==> config.mk <==
export PLATFORM = sky130hd
export DESIGN_NAME = rv32_ifetch
export DESIGN_NICKNAME = d
export VERILOG_FILES = /design/src/rtl/rv32_ifetch.sv
export SDC_FILE = /design/constraint.sdc
export NUM_CORES = 1
export LEC_CHECK = 0
export ABC_AREA = 1
export CORE_MARGIN = 2
export CORE_UTILIZATION = 51
export DETAILED_ROUTE_END_ITERATION = 7
export HOLD_SLACK_MARGIN = 0.05
export PLACE_DENSITY = 0.86
export SYNTH_ARGS = -nofsm -noshare
export SYNTH_HDL_FRONTEND = slang
export SYNTH_SLANG_ARGS = --single-unit
==> constraint.sdc <==
create_clock -name clk -period 4.4 [get_ports clk]
set_input_delay 0.88 -clock clk [delete_from_list [all_inputs] [get_ports clk]]
set_output_delay 0.88 -clock clk [all_outputs]
set_load 0.1 [all_outputs]
==> src/rtl/rv32_ifetch.sv <==
// rv32_ifetch: instruction fetch unit with a one-entry fetch buffer (B0)
// in front of an instruction memory that accepts one read at a time.
// Optional feature macro IFETCH_PREFETCH_EN adds a second buffer (B1)
// that is filled by a sequential prefetch of the word following B0.
module rv32_ifetch #(
    parameter int AW = 32
) (
    input  logic          clk,
    input  logic          reset,
    input  logic [31:0]   pc,
    input  logic          flush,
    output logic [31:0]   instruction,
    output logic          instr_valid,
    output logic          misaligned,
    output logic          mem_req,
    output logic [AW-1:0] mem_addr,
    input  logic          mem_gnt,
    input  logic          mem_rvalid,
    input  logic [31:0]   mem_rdata
);

    localparam logic [31:0] NOP = 32'h0000_0013;
    localparam int          TW  = AW - 2;

    typedef enum logic [1:0] {IDLE, REQ, WAIT} state_e;

    state_e        state_q, state_d;
    logic [AW-1:0] reqAddr_q, reqAddr_d;
    logic          discard_q, discard_d;
    logic          b0Valid_q, b0Valid_d;
    logic [TW-1:0] b0Tag_q, b0Tag_d;
    logic [31:0]   b0Data_q, b0Data_d;

    logic [TW-1:0] pcTag;
    logic          aligned;
    logic          b0Hit;
    logic          hit;
    logic          demandMiss;
    logic          startReq;
    logic          fillDone;
    logic          fillWrite;
    logic [AW-1:0] startAddr;

    assign pcTag    = pc[AW-1:2];
    assign aligned  = (pc[1:0] == 2'b00);
    assign b0Hit    = aligned && b0Valid_q && (b0Tag_q == pcTag);
    assign fillDone = (state_q == WAIT) && mem_rvalid;
    // A response is dropped if a flush hit its transaction earlier or lands with it.
    assign fillWrite = fillDone && !discard_q && !flush;

`ifdef IFETCH_PREFETCH_EN
    logic          b1Valid_q, b1Valid_d;
    logic [TW-1:0] b1Tag_q, b1Tag_d;
    logic [31:0]   b1Data_q, b1Data_d;
    logic          toB1_q, toB1_d;
    logic          b1Hit;
    logic          pfStart;
    logic          promote;
    logic [TW-1:0] pfTag;

    assign b1Hit      = aligned && b1Valid_q && (b1Tag_q == pcTag);
    assign hit        = b0Hit || b1Hit;
    assign demandMiss = aligned && !hit;
    assign pfTag      = b0Tag_q + TW'(1);
    assign pfStart    = !demandMiss && !flush && b0Valid_q && !b1Valid_q;
    assign startReq   = (state_q == IDLE) && (demandMiss || pfStart);
    assign startAddr  = demandMiss ? {pcTag, 2'b00} : {pfTag, 2'b00};
    // A demand fill landing in B0 on the same edge takes priority over promotion.
    assign promote    = b1Hit && !b0Hit && !(fillWrite && !toB1_q);
`else
    assign hit        = b0Hit;
    assign demandMiss = aligned && !hit;
    assign startReq   = (state_q == IDLE) && demandMiss;
    assign startAddr  = {pcTag, 2'b00};
`endif

    // State register for the memory request FSM.
    always_ff @(posedge clk) begin
        if (reset) begin
            state_q <= IDLE;
        end else begin
            state_q <= state_d;
        end
    end

    // Next-state logic: one request at a time, never aborted by pc changes.
    always_comb begin
        state_d = state_q;
        case (state_q)
            IDLE:    if (startReq)   state_d = REQ;
            REQ:     if (mem_gnt)    state_d = WAIT;
            WAIT:    if (mem_rvalid) state_d = IDLE;
            default: state_d = IDLE;
        endcase
    end

    // Output logic: request handshake plus the combinational hit path.
    always_comb begin
        mem_req     = (state_q == REQ);
        mem_addr    = reqAddr_q;
        misaligned  = !aligned;
        instr_valid = hit;
        instruction = NOP;
        if (b0Hit) begin
            instruction = b0Data_q;
        end
`ifdef IFETCH_PREFETCH_EN
        else if (b1Hit) begin
            instruction = b1Data_q;
        end
`endif
    end

    // Buffer, request address and discard tracking; flush always wins on valid bits.
    always_comb begin
        reqAddr_d = reqAddr_q;
        discard_d = discard_q;
        b0Valid_d = b0Valid_q;
        b0Tag_d   = b0Tag_q;
        b0Data_d  = b0Data_q;
`ifdef IFETCH_PREFETCH_EN
        b1Valid_d = b1Valid_q;
        b1Tag_d   = b1Tag_q;
        b1Data_d  = b1Data_q;
        toB1_d    = toB1_q;
`endif
        if (startReq) begin
            reqAddr_d = startAddr;
`ifdef IFETCH_PREFETCH_EN
            toB1_d    = !demandMiss;
`endif
        end

        if (fillDone) begin
            discard_d = 1'b0;
        end else if (flush && (state_q != IDLE)) begin
            discard_d = 1'b1;
        end

`ifdef IFETCH_PREFETCH_EN
        if (fillWrite && toB1_q) begin
            b1Valid_d = 1'b1;
            b1Tag_d   = reqAddr_q[AW-1:2];
            b1Data_d  = mem_rdata;
        end else if (fillWrite) begin
            b0Valid_d = 1'b1;
            b0Tag_d   = reqAddr_q[AW-1:2];
            b0Data_d  = mem_rdata;
        end else if (promote) begin
            b0Valid_d = 1'b1;
            b0Tag_d   = b1Tag_q;
            b0Data_d  = b1Data_q;
            b1Valid_d = 1'b0;
        end
`else
        if (fillWrite) begin
            b0Valid_d = 1'b1;
            b0Tag_d   = reqAddr_q[AW-1:2];
            b0Data_d  = mem_rdata;
        end
`endif

        if (flush) begin
            b0Valid_d = 1'b0;
`ifdef IFETCH_PREFETCH_EN
            b1Valid_d = 1'b0;
`endif
        end
    end

    // Datapath registers with synchronous reset.
    always_ff @(posedge clk) begin
        if (reset) begin
            reqAddr_q <= '0;
            discard_q <= 1'b0;
            b0Valid_q <= 1'b0;
            b0Tag_q   <= '0;
            b0Data_q  <= '0;
`ifdef IFETCH_PREFETCH_EN
            b1Valid_q <= 1'b0;
            b1Tag_q   <= '0;
            b1Data_q  <= '0;
            toB1_q    <= 1'b0;
`endif
        end else begin
            reqAddr_q <= reqAddr_d;
            discard_q <= discard_d;
            b0Valid_q <= b0Valid_d;
            b0Tag_q   <= b0Tag_d;
            b0Data_q  <= b0Data_d;
`ifdef IFETCH_PREFETCH_EN
            b1Valid_q <= b1Valid_d;
            b1Tag_q   <= b1Tag_d;
            b1Data_q  <= b1Data_d;
            toB1_q    <= toB1_d;
`endif
        end
    end

endmodule
==> results.md <==
* # diodes at 0
* Area of the mapped netlist at 0.00444 mm^2
* Final ANT Viol Nets at 0
* Worst Setup End Kind: output pin
* Gates resized, CTS repair at 0
* Synth Area in XOR/XNOR at 0.592%
* Synth Area in Adders at 0%
* Area Overhead vs Synth at 41.1%
* Reg clk slew, reported paths at 0.09 ns
* CTS tree: done
* Static leakage at 2.68 nW
* Top-level I/O count at 136
* Fin Setup TNS at 0 ns
* Vias in the first global route at 4,350
* Crit-path max FO at 36
* Buffers inserted by post-CTS timing repair at 0
* Share of the synthesized area in the top cell type at 43.3%
* Worst slew margin at 30.7%
* Initial Utilization at 51.7%
* WP buf/inv at 4
* Die Area at 0.00947 mm^2
* Port Buffers at 133
* Multiplexer area fraction after synthesis at 0%
* Max cap viols at 0
* RSZ-0062 raised after global routing: false
* DR iter-0 viols at 199
* Final slew viol count at 0
* Core area at 0.00859 mm^2
* CP max stage delay at 0.49 ns
* CTS H-tree lvls at 3
* Syn Inst Count at 684
* Hold Vio Cnt, Final at 0
* Worst slack at placement at 0.474 ns
* Status: complete, no violations
* Post-layout nets at 868
* Final period util at 90.0%
* Family with the most delay on the worst path: simple AND/OR/NAND/NOR gates
* Largest net degree at the start of global routing at 61
* Via count at 4,569
* Worst Max-Slew Pin Slew at 1.04 ns
* Synth cell types at 22
* WL final at 12,200 um
* CP required at 3.52 ns
* Rows at 34
* Tmin final at 3.96 ns
* CP Cell Sequence: clkdlybuf4s50_1 > inv_1 > nand2_1 > nand2_1 > inv_1 > nand2_1 > nor2_1 > nand2_1 > nor2_1 > nand2_2 > nor2_1 > buf_12
* Routability cong. at 0.842
* Fill cells at 666
* Clock Sinks at 96
* Cell taking the most area after synthesis: dfxtp_1
* Startpoint types: input port
* Detailed placement HPWL at 8770 um
* DR WL/cell at 13.4 um
* Final Setup Violations at 0
* CTS root buf: clkbuf_8
* First-pass GRT wire length at 19,500 um
* Fmax at 252 MHz
* Worst EP arrival at 3.08 ns
* Ys Warns at 0
* Compound-Gate Fraction of Synth Area at 13.9%
* Ratio of cells with drive above 1 in the final layout at 7.85%
* Crit path max-delay cell type: clkdlybuf4s50_1
* Drt drc at 0
* Hold buffers post-CTS at 0
* Syn Area/Cell at 6.49 um^2
* Power per standard cell area at 305 mW/mm^2
* Via/cell ratio at 5.02
* Worst setup margin at 0.438 ns
* Simple-gate share of the synthesized area at 28.3%
* Worst ir drop on vdd at 211 uV
* 1st-pass router iterations at 5
* Yosys reg bits at 96
* Initial antenna violation count at 0
* Clk_lat worst skew at 0.36 ns
* Total CTS buffers at 9
* Register area share after synthesis at 43.3%
* Max clock buf depth at 2
* Crit-path most repeated cell: nand2_1
* Largest family of logic cells by synthesized area: simple AND/OR/NAND/NOR gates
* Worst hold path class: reg2reg
* Total gr overflow at 0
* Die Y at 97.3 um
* All-Layer GR Usage at 25.2%
* Clock skew at 0.00743 ns
* Die width at 97.3 um
* Ranking of synthesized cells by area: dfxtp_1 43%, nand2_1 12%, nor2_1 11%
* Critical path class: in2out
-- report_power, final --
group	leakage [nW]	internal, mW	switching, mW
Sequential	0.780	0.900	0.0212
Clock	0.0925	0.275	0.298
Combinational	1.81	0.134	0.280
-- metal layers --
layer	global-route usage (%)	vias to the layer above	part of all wire (%)
li1	-	2305	-
met1	30.4	2075	42
met2	43.6	164	49
met3	4.96	25	6.8
met4	11.4	0	2.3
met5	0	-	0
-- flip-flops by register name (all words and copies together) (netlist names) --
signal     count
discard_q      1
state_q        2
b0Data_q      32
b0Valid_q      1
mem_addr      30
b0Tag_q       30
-- area by class of cell --
type                    instances  area [um^2]  share of cell area, %
repair buffers                140         1700                   27.1
clock buffers                  12          145                   2.32
clock inverters                 3         42.5                  0.679
inverters                     109          409                   6.53
well taps                     108          135                   2.16
flip-flops and latches         96         1920                   30.7
multi-input cells             443         1910                   30.5
-- worst paths after layout --
kind	endpoint	from	cells after the start	slack, ns
setup / recovery	instruction[17]	pc[17]	12	0.44
hold reg to reg	b0Data_q[18]$_SDFFE_PP0P_	b0Data_q[18]$_SDFFE_PP0P_	2	0.46
hold / removal	b0Data_q[18]$_SDFFE_PP0P_	b0Data_q[18]$_SDFFE_PP0P_	2	0.46
setup reg to reg	b0Tag_q[24]$_SDFFE_PP0P_	state_q[0]$_SDFFE_PP0P_	7	2.15
-- logic make-up after synthesis --
logic type	after synthesis
AO/OA/AOI/OAI	122
buffers and inverters	146
XOR/XNOR	3
other	1
flip-flops	96
AND/OR/NAND/NOR	316
-- placed cells by master (no fill, tap or decap), drive strengths merged, types with 3 or more instances in the layout --
master	Yosys	layout
nor2	131	131
inv	109	109
xnor2	3	3
clkbuf	17	12
dfxtp	96	96
a21oi	59	59
buf	20	41
o21ai	62	62
or2	3	3
nand2	148	148
nand3	30	30
nor3	3	3
clkdlybuf4s50	0	99
-- through the flow --
stage | total power, mW | instance area [um^2] | hold WS [ns] | util, % | cells
finish | 1.91 | 6260 | 0.457 | 72.9 | 911
detailed placement | 1.35 | 6070 | 0.444 | 70.7 | 896
global placement | 1.34 | 6070 | 0.439 | 70.7 | 896
floorplan | 1.22 | 4440 | 0.430 | - | 685
CTS | 1.92 | 6260 | 0.458 | 72.9 | 911
global route | 1.98 | 6260 | 0.478 | 72.9 | 911
-- worst min-delay path: cells and delay by family, from the launching register on --
kind,cells,cell delay (ns)
flip-flops,1,0.31
buffers and inverters,1,0.06
AO/OA/AOI/OAI,1,0.05
-- cells in the mapped netlist, drive strengths merged --
| master | number |
|---|---|
| dfxtp | 96 |
| nor2 | 131 |
| or2 | 3 |
| nand2 | 148 |
| xnor2 | 3 |
| o211a | 1 |
| inv | 109 |
| buf | 20 |
| o21ai | 62 |
| a21oi | 59 |
| nor3 | 3 |
| nand3b | 1 |
| nand3 | 30 |
| conb | 1 |
| clkbuf | 17 |
No activity file was read; power rests on OpenSTA's default activity.
